==> src/rtl/seg_scan_driver_if.sv <==
// seg_scan_driver_if: value/load inputs and scanned display
// outputs of the seven-segment driver.
interface seg_scan_driver_if #(
  parameter int NUM_PAIRS = 3
);
  logic [6*NUM_PAIRS-1:0] values;
  logic                   set24hours;
  logic                   load;
  logic [NUM_PAIRS-1:0]   blink_mask;
  logic                   busy;
  logic                   pm;
  logic [6:0]             seg;
  logic [2*NUM_PAIRS-1:0] an;

  modport master (
    output values, set24hours, load, blink_mask,
    input  busy, pm, seg, an
  );

  modport slave (
    input  values, set24hours, load, blink_mask,
    output busy, pm, seg, an
  );
endinterface

==> src/rtl/seg_scan_driver.sv <==
// seg_scan_driver: 12/24h mapping, serial double-dabble and
// time-multiplexed seven-segment scan for the alarm clock.
module seg_scan_driver #(
  parameter int NUM_PAIRS   = 3,
  parameter int HOURS_PAIR  = 2,
  parameter int REFRESH_DIV = 100000,
  parameter int BLINK_DIV   = 25000000
) (
  input logic clk,
  input logic reset,
  seg_scan_driver_if.slave bus
);
  localparam int ND = 2 * NUM_PAIRS;
  localparam int VW = 6 * NUM_PAIRS;
  localparam int RW = $clog2(REFRESH_DIV);
  localparam int BW = $clog2(BLINK_DIV);
  localparam int IW = (ND > 1) ? $clog2(ND) : 1;
  localparam int PW = (NUM_PAIRS > 1) ? $clog2(NUM_PAIRS) : 1;

  typedef enum logic [1:0] {
    IDLE, ADJUST, CONVERT, COMMIT
  } state_t;

  state_t               state;
  logic [VW-1:0]        cap_vals;
  logic [VW-1:0]        adj_vals;
  logic [VW-1:0]        adj_next;
  logic                 cap_24;
  logic [NUM_PAIRS-1:0] sh_inv;
  logic [NUM_PAIRS-1:0] inv_next;
  logic [NUM_PAIRS-1:0] disp_inv;
  logic                 sh_pm;
  logic                 pm_next;
  logic                 disp_pm;
  logic                 disp_24;
  logic                 busy_q;
  logic [PW-1:0]        pair_idx;
  logic [2:0]           bit_cnt;
  logic [5:0]           hv;
  logic [5:0]           hadj;
  logic [5:0]           sh_bin;
  logic [5:0]           cur_bin;
  logic [5:0]           nxt_bin;
  logic [7:0]           sh_bcd;
  logic [7:0]           cur_bcd;
  logic [7:0]           cor_bcd;
  logic [7:0]           nxt_bcd;
  logic [4*ND-1:0]      sh_digits;
  logic [4*ND-1:0]      disp_digits;

  logic [RW-1:0]        rcnt;
  logic [BW-1:0]        bcnt;
  logic [IW-1:0]        idx;
  logic                 blink_phase;
  logic [6:0]           seg_q;
  logic [ND-1:0]        an_q;
  logic [6:0]           seg_next;
  logic [ND-1:0]        an_next;
  logic [3:0]           dig;
  logic                 tens;
  logic                 lz;
  int                   pr;

  function automatic logic [6:0] seg_of(input logic [3:0] d);
    logic [6:0] s;
    case (d)
      4'd0:    s = 7'h40;
      4'd1:    s = 7'h79;
      4'd2:    s = 7'h24;
      4'd3:    s = 7'h30;
      4'd4:    s = 7'h19;
      4'd5:    s = 7'h12;
      4'd6:    s = 7'h02;
      4'd7:    s = 7'h78;
      4'd8:    s = 7'h00;
      4'd9:    s = 7'h10;
      default: s = 7'h7F;
    endcase
    return s;
  endfunction

  // Hours mapping; only the hours pair is rewritten.
  always_comb begin
    adj_next = cap_vals;
    pm_next  = 1'b0;
    hv       = cap_vals[6*HOURS_PAIR +: 6];
    hadj     = hv;
    if (cap_24) begin
      if (hv == 6'd24)
        hadj = 6'd0;
    end else begin
      unique case (1'b1)
        (hv == 6'd0): hadj = 6'd12;
        (hv == 6'd12): pm_next = 1'b1;
        (hv > 6'd12 && hv < 6'd24): begin
          hadj    = hv - 6'd12;
          pm_next = 1'b1;
        end
        default: ;
      endcase
    end
    adj_next[6*HOURS_PAIR +: 6] = hadj;
    for (int p = 0; p < NUM_PAIRS; p++)
      inv_next[p] = adj_next[6*p +: 6] > 6'd59;
  end

  // One shift-add-3 step; bit_cnt==0 starts a fresh pair.
  always_comb begin
    cur_bin = (bit_cnt == 3'd0)
            ? adj_vals[6*int'(pair_idx) +: 6]
            : sh_bin;
    cur_bcd = (bit_cnt == 3'd0) ? 8'd0 : sh_bcd;
    cor_bcd = cur_bcd;
    if (cur_bcd[3:0] >= 4'd5)
      cor_bcd[3:0] = cur_bcd[3:0] + 4'd3;
    if (cur_bcd[7:4] >= 4'd5)
      cor_bcd[7:4] = cur_bcd[7:4] + 4'd3;
    nxt_bcd = (cor_bcd << 1) | {7'd0, cur_bin[5]};
    nxt_bin = cur_bin << 1;
  end

  always_ff @(posedge clk) begin
    if (reset) begin
      state       <= IDLE;
      busy_q      <= 1'b0;
      cap_vals    <= '0;
      cap_24      <= 1'b0;
      adj_vals    <= '0;
      sh_inv      <= '0;
      sh_pm       <= 1'b0;
      pair_idx    <= '0;
      bit_cnt     <= '0;
      sh_bin      <= '0;
      sh_bcd      <= '0;
      sh_digits   <= '0;
      disp_digits <= '0;
      disp_inv    <= '0;
      disp_pm     <= 1'b0;
      disp_24     <= 1'b1;
    end else begin
      unique case (state)
        IDLE: begin
          if (bus.load) begin
            cap_vals <= bus.values;
            cap_24   <= bus.set24hours;
            state    <= ADJUST;
          end
        end
        ADJUST: begin
          adj_vals <= adj_next;
          sh_inv   <= inv_next;
          sh_pm    <= pm_next;
          pair_idx <= '0;
          bit_cnt  <= '0;
          busy_q   <= 1'b1;
          state    <= CONVERT;
        end
        CONVERT: begin
          sh_bin <= nxt_bin;
          sh_bcd <= nxt_bcd;
          if (bit_cnt == 3'd5) begin
            sh_digits[8*int'(pair_idx) +: 8] <= nxt_bcd;
            bit_cnt <= '0;
            if (pair_idx == PW'(NUM_PAIRS - 1))
              state <= COMMIT;
            else
              pair_idx <= pair_idx + 1'b1;
          end else begin
            bit_cnt <= bit_cnt + 3'd1;
          end
        end
        COMMIT: begin
          disp_digits <= sh_digits;
          disp_inv    <= sh_inv;
          disp_pm     <= sh_pm;
          disp_24     <= cap_24;
          busy_q      <= 1'b0;
          state       <= IDLE;
        end
        default: state <= IDLE;
      endcase
    end
  end

  always_comb begin
    pr       = int'(idx) / 2;
    tens     = idx[0];
    dig      = disp_digits[4*int'(idx) +: 4];
    lz       = tens && (pr == HOURS_PAIR) &&
               !disp_24 && (dig == 4'd0);
    seg_next = 7'h7F;
    an_next  = '1;
    if (blink_phase && bus.blink_mask[pr]) begin
      seg_next = 7'h7F;
    end else if (disp_inv[pr]) begin
      seg_next = 7'h3F;
      an_next  = ~(ND'(1) << idx);
    end else if (!lz) begin
      seg_next = seg_of(dig);
      an_next  = ~(ND'(1) << idx);
    end
  end

  always_ff @(posedge clk) begin
    if (reset) begin
      rcnt        <= '0;
      bcnt        <= '0;
      idx         <= '0;
      blink_phase <= 1'b0;
      seg_q       <= 7'h7F;
      an_q        <= '1;
    end else begin
      if (rcnt == RW'(REFRESH_DIV - 1)) begin
        rcnt <= '0;
        idx  <= (idx == IW'(ND - 1)) ? '0 : idx + 1'b1;
      end else begin
        rcnt <= rcnt + 1'b1;
      end
      if (bcnt == BW'(BLINK_DIV - 1)) begin
        bcnt        <= '0;
        blink_phase <= ~blink_phase;
      end else begin
        bcnt <= bcnt + 1'b1;
      end
      seg_q <= seg_next;
      an_q  <= an_next;
    end
  end

  assign bus.busy = busy_q;
  assign bus.pm   = disp_pm;
  assign bus.seg  = seg_q;
  assign bus.an   = an_q;
endmodule

==> src/flat_wrapper.sv <==
// flat-port wrapper written by rule: the top's interface ports become plain ports
module seg_scan_driver_flat 
#(
  parameter int NUM_PAIRS   = 3,
  parameter int HOURS_PAIR  = 2,
  parameter int REFRESH_DIV = 100000,
  parameter int BLINK_DIV   = 25000000
)
  (clk, reset, bus_values, bus_set24hours, bus_load, bus_blink_mask, bus_busy, bus_pm, bus_seg, bus_an);
  seg_scan_driver_if #(.NUM_PAIRS(NUM_PAIRS)) bus_i ();
  input logic clk;
  input logic reset;
  input wire logic [$bits(bus_i.values)-1:0] bus_values;
  input wire logic [$bits(bus_i.set24hours)-1:0] bus_set24hours;
  input wire logic [$bits(bus_i.load)-1:0] bus_load;
  input wire logic [$bits(bus_i.blink_mask)-1:0] bus_blink_mask;
  output wire logic [$bits(bus_i.busy)-1:0] bus_busy;
  output wire logic [$bits(bus_i.pm)-1:0] bus_pm;
  output wire logic [$bits(bus_i.seg)-1:0] bus_seg;
  output wire logic [$bits(bus_i.an)-1:0] bus_an;
  assign bus_i.values = bus_values;
  assign bus_i.set24hours = bus_set24hours;
  assign bus_i.load = bus_load;
  assign bus_i.blink_mask = bus_blink_mask;
  assign bus_busy = bus_i.busy;
  assign bus_pm = bus_i.pm;
  assign bus_seg = bus_i.seg;
  assign bus_an = bus_i.an;
  seg_scan_driver #(.NUM_PAIRS(NUM_PAIRS), .HOURS_PAIR(HOURS_PAIR), .REFRESH_DIV(REFRESH_DIV), .BLINK_DIV(BLINK_DIV)) u_core (.clk(clk), .reset(reset), .bus(bus_i));
endmodule
==> config.mk <==
export PLATFORM = sky130hd
export DESIGN_NAME = seg_scan_driver_flat
export DESIGN_NICKNAME = d
export VERILOG_FILES = /design/src/rtl/seg_scan_driver_if.sv /design/src/rtl/seg_scan_driver.sv /design/src/flat_wrapper.sv
export SDC_FILE = /design/constraint.sdc
export NUM_CORES = 1
export LEC_CHECK = 0
export CAP_MARGIN = 20
export CORE_AREA = 2 2 168 104
export CTS_CLUSTER_DIAMETER = 100
export DETAILED_ROUTE_END_ITERATION = 10
export DIE_AREA = 0 0 170 106
export PLACE_DENSITY = 0.62
export RECOVER_POWER = 25
export SLEW_MARGIN = 20
export SYNTH_ARGS = -nofsm -noshare
export SYNTH_HDL_FRONTEND = slang
export SYNTH_SLANG_ARGS = --single-unit
==> constraint.sdc <==
create_clock -name clk -period 3.1 [get_ports clk]
set_clock_uncertainty 0.05 [all_clocks]
set_input_delay 0.62 -clock clk [delete_from_list [all_inputs] [get_ports clk]]
set_output_delay 0.62 -clock clk [all_outputs]
set_load 0.1 [all_outputs]
==> reports/qor.yml, run 1 <==
hp-class: "reg -> reg"
final_cell_mix: "dfxtp_1 (172), nor2_1 (152), nand2_1 (81)"
die_area_mm2: 0.0180
worstSetupStartpointType: "flop"
row_count: 37
synth_top_area_frac: 0.455
dr.pass1.iters: 5
synth.distinct_cells: 68
vias_per_cell: 5.38
clock.fmax_mhz: 362
power.leakage_nw: 3.13
ios: 40
die_x_um: 170
synth_area_leaders: "dfxtp_1 (45%), mux2i_1 (8.2%), nor2_1 (7.4%), nand2_1 (4.0%), ha_1 (3.9%)"
diodes: 0
power_frac_seq: 0.458
crit_type: "reg -> reg"
cts_tree: "yes"
vias: 5926
end_kind: "flop"
grt_max_degree: 59
finalHoldViolCount: 0
clk-insertion-delay-late_ps: 430
ys_warn_count: 0
gp_congestion: 0.860
synth_cells: 849
p_int_mw: 3.78
violations: "capacitance limit, slew limit"
fin_setup_tns_ps: 0
slew_violations: 32
fin_ws_ps: 339
io_buffer_count: 39
pre_cts_ws_ps: 241
drive_gt1_frac: 0.0721
rsz0062_at_grt: "false"
power.share.clock: 0.367
synthFlopType: "dfxtp_1"
tightestPinTransition_ps: 1820
finalSetupViolCount: 0
track_usage: 0.195
comb_power_share: 0.175
drtIter0Drc: 374
wire_per_inst_um: 15.3
status: "complete, but fails checks"
clockBufferDepth: 2
htreeDepth: 4
grt_pass1_vias: 5587
worstPathArrival_ps: 3050
final_nets: 924
start_util: 0.460
maxSlewHeadroom: -0.211
powerDensity_mw_per_mm2: 618
postCtsHoldBufs: 0
min_period_ps: 2760
post-route-util: 0.520
cts_setup_buffers: 0
drcViolationCount: 0
dr_wl_met3_um: 595
final_common_cell: "dfxtp_1"
drt_wl_total_mm: 16.8
p_sw_mw: 1.58
holdWs_ps: 396
wl_met1_mm: 9.04
clk_pin_slew_ps: 70
synth_nets: 898
cts_sinks: 174
synth_area_mm2: 0.00766
coreArea_mm2: 0.0167
cap_violations: 1
min_period_over_period: 0.891
root_buffer: "clkbuf_16"
hpwl_mm: 12.0
async_reset_ff_frac: 0
critPathMaxFanout: 12
ctsResizeCount: 0
wl_met2_mm: 6.98
grt_pass1_wl_mm: 28.0
syn_area_per_cell_um2: 9.02
antenna_left: 0
antenna_found_initial: 0
synth-edff-count: 0
synth_top_area_cell: "dfxtp_1"
synth_seq_cells: 174
switching_share: 0.294
cts_buffers: 17
die_h_um: 106
grt_overflow: 0
highest_layer: "met4"
yosysSeqAreaShare: 0.455
syn2layout_area_growth_pct: 13.2
peakVddDrop_mv: 0.488
cp.required_ps: 3390
==> flip-flops by register name, indices dropped and copies added, names as in the netlist, 2 cells and up <==
| signal | count |
|---|---|
| u_core.bcnt | 25 |
| u_core.disp_digits | 24 |
| u_core.sh_digits | 24 |
| u_core.adj_vals | 18 |
| u_core.cap_vals | 18 |
| u_core.rcnt | 17 |
| u_core.sh_bcd | 8 |
| u_core.bus.seg | 7 |
| u_core.bus.an | 6 |
| u_core.sh_bin | 5 |
| u_core.bit_cnt | 3 |
| u_core.disp_inv | 3 |
| u_core.idx | 3 |
| u_core.sh_inv | 3 |
| u_core.pair_idx | 2 |
| u_core.state | 2 |
==> cell type report <==
cell class	count	area (um^2)
clock buffer	20	457
clock inverter	12	88.8
fill	1525	8000
inverter	20	75.1
multi-input combinational	610	3910
sequential	174	3490
tap	214	268
timing repair buffer	52	383
==> power by group through the flow <==
stage / registers, mW / logic, mW / clock network (mW)
2_1_floorplan: 2.55 / 0.653 / 0
3_3_place_gp: 2.50 / 0.919 / 0
3_5_place_dp: 2.50 / 0.949 / 0
4_1_cts: 2.45 / 0.952 / 2.02
5_1_grt: 2.47 / 1.04 / 2.11
6_report: 2.45 / 0.938 / 1.97
==> worst paths after layout <==
path	to	startpoint	cells past startpoint	slack (ps)
setup reg to reg	u_core.bus.seg[4]	u_core.idx[2]	9	340
setup / recovery	u_core.bus.seg[4]	u_core.idx[2]	9	340
hold / removal	u_core.rcnt[0]	u_core.rcnt[0]	1	400
hold reg to reg	u_core.rcnt[0]	u_core.rcnt[0]	1	400
==> cell families (layout without fill, tap and decap cells) <==
group / Yosys count / after routing / share of synthesized area
AOI/OAI and AO/OA: 124 / 124 / 0.110
xor gates and xnor gates: 43 / 43 / 0.0492
adders and majority gates: 24 / 24 / 0.0392
buffers and inverters: 65 / 104 / 0.0345
DFF: 174 / 174 / 0.455
muxes: 73 / 73 / 0.0970
and+or+nand+nor: 346 / 346 / 0.216
==> metrics by stage <==
stage	power, mW	instance area [um^2]	std cells
6_report	5.36	8670	1102
5_1_grt	5.62	8670	1102
4_1_cts	5.42	8740	1102
3_5_place_dp	3.45	8190	1070
3_3_place_gp	3.42	8190	1070
2_1_floorplan	3.20	7660	849
==> synth_stat cells, drive strengths merged (6+ instances only) <==
| master | n |
|---|---|
| and4 | 6 |
| a21oi | 41 |
| nand4 | 15 |
| nor2b | 9 |
| and3 | 11 |
| dfxtp | 174 |
| mux2i | 63 |
| o21ai | 13 |
| clkbuf | 26 |
| a22oi | 25 |
| nand2b | 7 |
| ha | 24 |
| nor2 | 152 |
| xor2 | 30 |
| xnor2 | 13 |
| mux2 | 10 |
| nand3 | 26 |
| buf | 19 |
| inv | 20 |
| nor3 | 12 |
| nand2 | 81 |
==> critical path, stage by stage (launching register included) <==
cell and delay, ps:
dfxtp_1 570, nand2b_1 250, o22ai_1 120, a31oi_1 390
ha_1 270, nor4b_1 340, nand3_1 150, nand3_1 180
nor3_1 100, a22oi_1 250
==> metal layers <==
metal,GRT usage,vias up
met2,0.285,111
met1,0.288,2794
met4,0.0653,0
met3,0.0387,14
met5,0,-
li1,-,3007
Note: power is estimated with default switching activity, not from simulation.
==> inputs of run 2 (changes only) <==
Settings changed: ABC_AREA set to 1, CORE_AREA 2 2 168 104 to 2 2 172 107, DIE_AREA 0 0 170 106 to 0 0 174 109, PLACE_DENSITY 0.62 to 0.61.
==> run 2 against run 1 <==
Against the previous run: the run still ends with capacitance limit, slew limit left; area after synthesis increased by 4.8%; first-iteration DRC count increased by 89%; clock power rose by 10%; global-route usage is 1.1 points higher; core utilization is 0.12 points higher; count of clock-buffer cells in the layout shrank 3; critical path depth shrank 4; register-to-register slack improved by 260 ps; combinational power up 55%; synthesized cell count grew 28%; worst setup slack improved by 180 ps; critical path type is now in -> reg; critical endpoint is now u_core.adj_vals[17]; largest power group unchanged; highest routed layer unchanged.
==> reports/qor.yml, run 2 <==
status: "complete, but fails checks"
violations: "capacitance limit, slew limit"
synth-edff-count: 0
fin_setup_tns_ps: 0
powerDensity_mw_per_mm2: 701
grt_pass1_wl_mm: 31.2
worstPathCellList: "clkdlybuf4s50_1 > clkbuf_1 > nor2_1 > o21ai_0 > inv_1"
io_buffer_count: 39
ctsResizeCount: 0
synth_area_leaders: "dfxtp_1 (43%), nand2_1 (9.1%), nor2_1 (7.3%), o21ai_0 (6.5%), a21oi_1 (6.3%)"
comb_power_share: 0.227
fin_ws_ps: 520
dr.pass1.iters: 5
die_area_mm2: 0.0190
gp_congestion: 0.846
synthFlopType: "dfxtp_1"
min_period_over_period: 0.832
grt_overflow: 0
track_usage: 0.206
die_h_um: 109
async_reset_ff_frac: 0
syn2layout_area_growth_pct: 13.7
htreeDepth: 4
coreArea_mm2: 0.0175
peakVddDrop_mv: 0.510
synth_nets: 1133
synth_commonest_cells: "nand2_1 (194), dfxtp_1 (174), nor2_1 (157), o21ai_0 (105), a21oi_1 (101)"
synthXorXnorAreaFrac: 0.0131
antenna_left: 0
cts_sinks: 174
finalHoldViolCount: 0
grt_pass1_vias: 6118
final_common_cell: "nand2_1"
cts_setup_buffers: 0
reg_top3: "u_core.bcnt: 25 flops, u_core.disp_digits: 24 flops, u_core.sh_digits: 24 flops"
cp.required_ps: 3380
power.leakage_nw: 3.64
worstSetupStartpointType: "input port"
start_util: 0.459
critPathMaxFanout: 39
wire_per_inst_um: 13.6
min_period_ps: 2580
grt_max_degree: 53
cts_tree: "yes"
vias_per_cell: 5.04
crit_type: "in -> reg"
largest_register: "u_core.bcnt"
maxSlewHeadroom: -0.274
die_x_um: 174
synth.distinct_cells: 51
fill_cells: 1771
tightestPinTransition_ps: 1910
power.share.clock: 0.339
row_count: 38
worstPathArrival_ps: 2860
hpwl_mm: 13.3
p_sw_mw: 2.24
post-route-util: 0.521
final_nets: 1165
hp-class: "reg -> reg"
drt_wl_total_mm: 18.7
clock.fmax_mhz: 388
antenna_found_initial: 0
p_int_mw: 4.15
synth_mux_area_frac: 0
power_frac_seq: 0.433
synth_top_area_frac: 0.434
synth_seq_cells: 174
drtIter0Drc: 705
slew_violations: 40
finalSetupViolCount: 0
synth_adder_area_share: 0.0374
critical_path.max_stage_delay_ps: 1380
slowest_stage: "clkbuf_1"
clk-insertion-delay-late_ps: 440
final_cell_mix: "nand2_1 (194), dfxtp_1 (174), nor2_1 (157)"
largest_reg_flops: 25
clockBufferDepth: 2
clk_pin_slew_ps: 70
ios: 40
synth_compound_area_frac: 0.164
syn_area_per_cell_um2: 7.40
synth_top_family_by_area: "simple AND/OR/NAND/NOR gates"
drive_gt1_frac: 0.0903
yosys.area_share.simple: 0.281
cts_buffers: 17
diodes: 0
fin_total_pwr_mw: 6.39
vias: 6903
root_buffer: "clkbuf_16"
yosysSeqAreaShare: 0.434
end_kind: "flop"
drcViolationCount: 0
synth_area_mm2: 0.00803
synth_top_area_cell: "dfxtp_1"
postCtsHoldBufs: 0
rsz0062_at_grt: "false"
switching_share: 0.350
synth_cells: 1084
ys_warn_count: 0
cap_violations: 1
synth.most_common_cell: "nand2_1"
pre_cts_ws_ps: 698
run 2: cell types whose count changed after synthesis, moves of 20 or more:
cell,previous run,this run
a21oi_1,40,101
a22oi_1,25,5
inv_1,15,89
mux2i_1,63,0
nand2_1,81,194
nand3_1,26,50
o21ai_0,6,105
xor2_1,30,6
run 2: metal layers:
metal | part of all wire | vias up | global-route usage
met5 | 0 | - | 0
met4 | 0.010 | 0 | 0.0576
met3 | 0.042 | 14 | 0.0411
met2 | 0.37 | 134 | 0.269
met1 | 0.58 | 3113 | 0.332
li1 | - | 3642 | -
run 2: cell type report:
| class | count | area, um^2 | area share |
|---|---|---|---|
| clock inverter | 15 | 170 | 0.0187 |
| sequential | 174 | 3480 | 0.382 |
| multi-input combinational | 767 | 3960 | 0.434 |
| inverter | 106 | 400 | 0.0439 |
| clock buffer | 17 | 425 | 0.0466 |
| timing repair buffer | 50 | 380 | 0.0417 |
| tap | 240 | 300 | 0.0329 |
run 2: power groups by stage:
stage | clock network [mW] | registers [mW] | logic (mW)
2_1_floorplan | 0 | 3.00 | 0.916
3_3_place_gp | 0 | 2.81 | 1.46
3_5_place_dp | 0 | 2.82 | 1.47
4_1_cts | 2.20 | 2.77 | 1.48
5_1_grt | 2.31 | 2.81 | 1.66
6_report | 2.17 | 2.77 | 1.45
run 2: metrics by stage:
step                      hold slack [ps]  area (um^2)  std cells
after detailed placement              386         8590       1337
after CTS                             400         9190       1369
after global placement                379         8590       1337
final                                 394         9120       1369
after floorplan                       368         8030       1084
after global routing                  422         9120       1369
run 2: worst paths after layout:
check | end | depth (start not counted) | slack, ps | from
max reg2reg | u_core.bus.seg[6] | 12 | 600 | u_core.idx[2]
min | u_core.rcnt[0] | 1 | 390 | u_core.rcnt[0]
max | u_core.adj_vals[17] | 5 | 520 | reset
min reg2reg | u_core.rcnt[0] | 1 | 390 | u_core.rcnt[0]
run 2: logic make-up (layout without fill, tap and decap cells):
| family | after synthesis | after routing |
|---|---|---|
| AO/OA/AOI/OAI | 241 | 241 |
| flip-flops | 174 | 174 |
| buffers and inverters | 143 | 188 |
| AND/OR/NAND/NOR | 490 | 490 |
| adder cells (fa/ha/maj) | 24 | 24 |
| XOR/XNOR | 12 | 12 |
run 2: critical path, delay by kind of cell:
kind / cells / cell delay [ps]
AO/OA/AOI/OAI: 1 / 150
buffers and inverters: 3 / 1960
AND/OR/NAND/NOR: 1 / 100
==> inputs of run 3 (changes only) <==
Clock period 3.1 ns to 2.5 ns, I/O delays scaled along.
==> run 3 against run 2 <==
Against the previous run: the run now ends clean; sequential cell count unchanged; critical path depth rose by 7; sequential share of layout area shrank 0.25 points; register-to-register slack lost 370 ps; core utilization rose by 0.38 points.
==> reports/qor.yml, run 3 (synthesized netlist as in run 2, its figures left out) <==
io_buffer_count: 39
peakVddDrop_mv: 0.745
vias: 6896
hpwl_mm: 13.2
post-route-util: 0.525
p_int_mw: 5.34
htreeDepth: 4
worstSetupStartpointType: "flop"
row_count: 38
maxSlewHeadroom: 0.221
worstPathCellList: "inv_1 > nor2_4 > a22oi_1 > nand2_1 > inv_1 > ha_1 > inv_1 > nor4_4 > nand3_1 > nand3_1 > nand2_1 > nand2_1"
status: "completed"
track_usage: 0.210
cap_violations: 0
fin_cells: 1375
die_h_um: 109
largest_register: "u_core.bcnt"
cts_tree: "yes"
end_kind: "flop"
slew_violations: 0
final_cell_mix: "nand2_1 (194), dfxtp_1 (172), nor2_1 (157)"
die_x_um: 174
vias_per_cell: 5.02
hp-class: "reg -> reg"
min_period_over_period: 0.909
clock.fmax_mhz: 440
final_nets: 1171
ios: 40
crit_start: "u_core.idx[2]"
comb_power_share: 0.228
powerDensity_mw_per_mm2: 877
grt_pass1_wl_mm: 31.7
syn2layout_area_growth_pct: 14.5
coreArea_mm2: 0.0175
cts_sinks: 174
p_sw_mw: 2.72
dr.pass1.iters: 6
rsz0062_at_grt: "false"
tightestPinTransition_ps: 1170
clk_pin_slew_ps: 80
antenna_left: 0
slowest_stage: "dfxtp_1"
critPathMaxFanout: 8
postCtsHoldBufs: 0
start_util: 0.459
cp.required_ps: 2830
clk-insertion-delay-late_ps: 440
critical_path.max_stage_delay_ps: 360
gp_congestion: 0.849
dp_cells: 1343
grt_pass1_vias: 6190
hold_start: "u_core.rcnt[0]"
antenna_found_initial: 0
final_common_cell: "nand2_1"
drt_wl_total_mm: 18.8
drcViolationCount: 0
crit_type: "reg -> reg"
largest_reg_flops: 25
power.share.clock: 0.345
reg_top3: "u_core.bcnt: 25 flops, u_core.disp_digits: 24 flops, u_core.sh_digits: 24 flops"
regToRegStartpoint: "u_core.idx[2]"
switching_share: 0.338
reg2reg_setup_slack_ps: 230
root_buffer: "clkbuf_16"
finalHoldViolCount: 0
wire_per_inst_um: 13.7
finalSetupViolCount: 0
grt_overflow: 0
clockBufferDepth: 2
min_period_ps: 2270
drive_gt1_frac: 0.0978
drtIter0Drc: 673
diodes: 0
cts_buffers: 17
power.leakage_nw: 3.68
worstPathArrival_ps: 2600
die_area_mm2: 0.0190
fin_setup_tns_ps: 0
grt_max_degree: 53
power_frac_seq: 0.427
[run 3: cell types whose count changed in the layout (fill, tap and decap cells not counted), moves of 2 or more]
cell | before | now
buf_4 | 11 | 18
bufinv_16 | 1 | 3
clkinv_2 | 0 | 2
dfxtp_1 | 174 | 172
dfxtp_2 | 0 | 2
inv_8 | 4 | 1
[run 3: worst paths after layout]
path | end | cells after the start
min reg2reg | u_core.rcnt[0] | 1
max | u_core.bus.seg[6] | 12
max reg2reg | u_core.bus.seg[6] | 12
min | u_core.rcnt[0] | 1
[run 3: routing by layer]
layer,GRT usage,up-vias,share of wire
met5,0,-,0
li1,-,3641,-
met2,0.278,153,0.37
met4,0.0486,0,0.0071
met1,0.330,3090,0.57
met3,0.0551,12,0.052
[run 3: through the flow]
stage               area (um^2)  setup WS (ps)  hold WS [ps]  power, mW
floorplan                  8030            502           368       4.85
global placement           8640            288           380       5.33
detailed placement         8640            200           393       5.34
CTS                        9250            123           407       8.13
global route               9190           76.7           422       8.53
finish                     9190            227           405       8.06
[run 3: layout make-up]
cell class	count	area, um^2
well taps	240	300
clock inverters	14	180
inverters	106	400
clock buffers	18	429
fillers	1753	8310
multi-input cells	767	3960
flip-flops and latches	174	3490
repair buffers	56	430
[run 3: what timing repair did]
action	4_1_cts	5_1_grt
setup endpoints to repair	0	1
gates resized for setup	0	2
setup buffers	0	0
[run 3: worst max-delay path: cells and delay by family, from the launching register on]
family	cells	cell delay, ps
flops	1	360
buf+inv	3	470
fa+ha+maj	1	190
simple gates	7	930
compound gates	1	200
[run 3: power groups by stage]
stage          Clock [mW]  Combinational [mW]  Sequential [mW]
2_1_floorplan           0                1.14             3.72
3_3_place_gp            0                1.84             3.49
3_5_place_dp            0                1.85             3.49
4_1_cts              2.83                1.86             3.43
5_1_grt              2.97                2.07             3.49
6_report             2.78                1.84             3.44
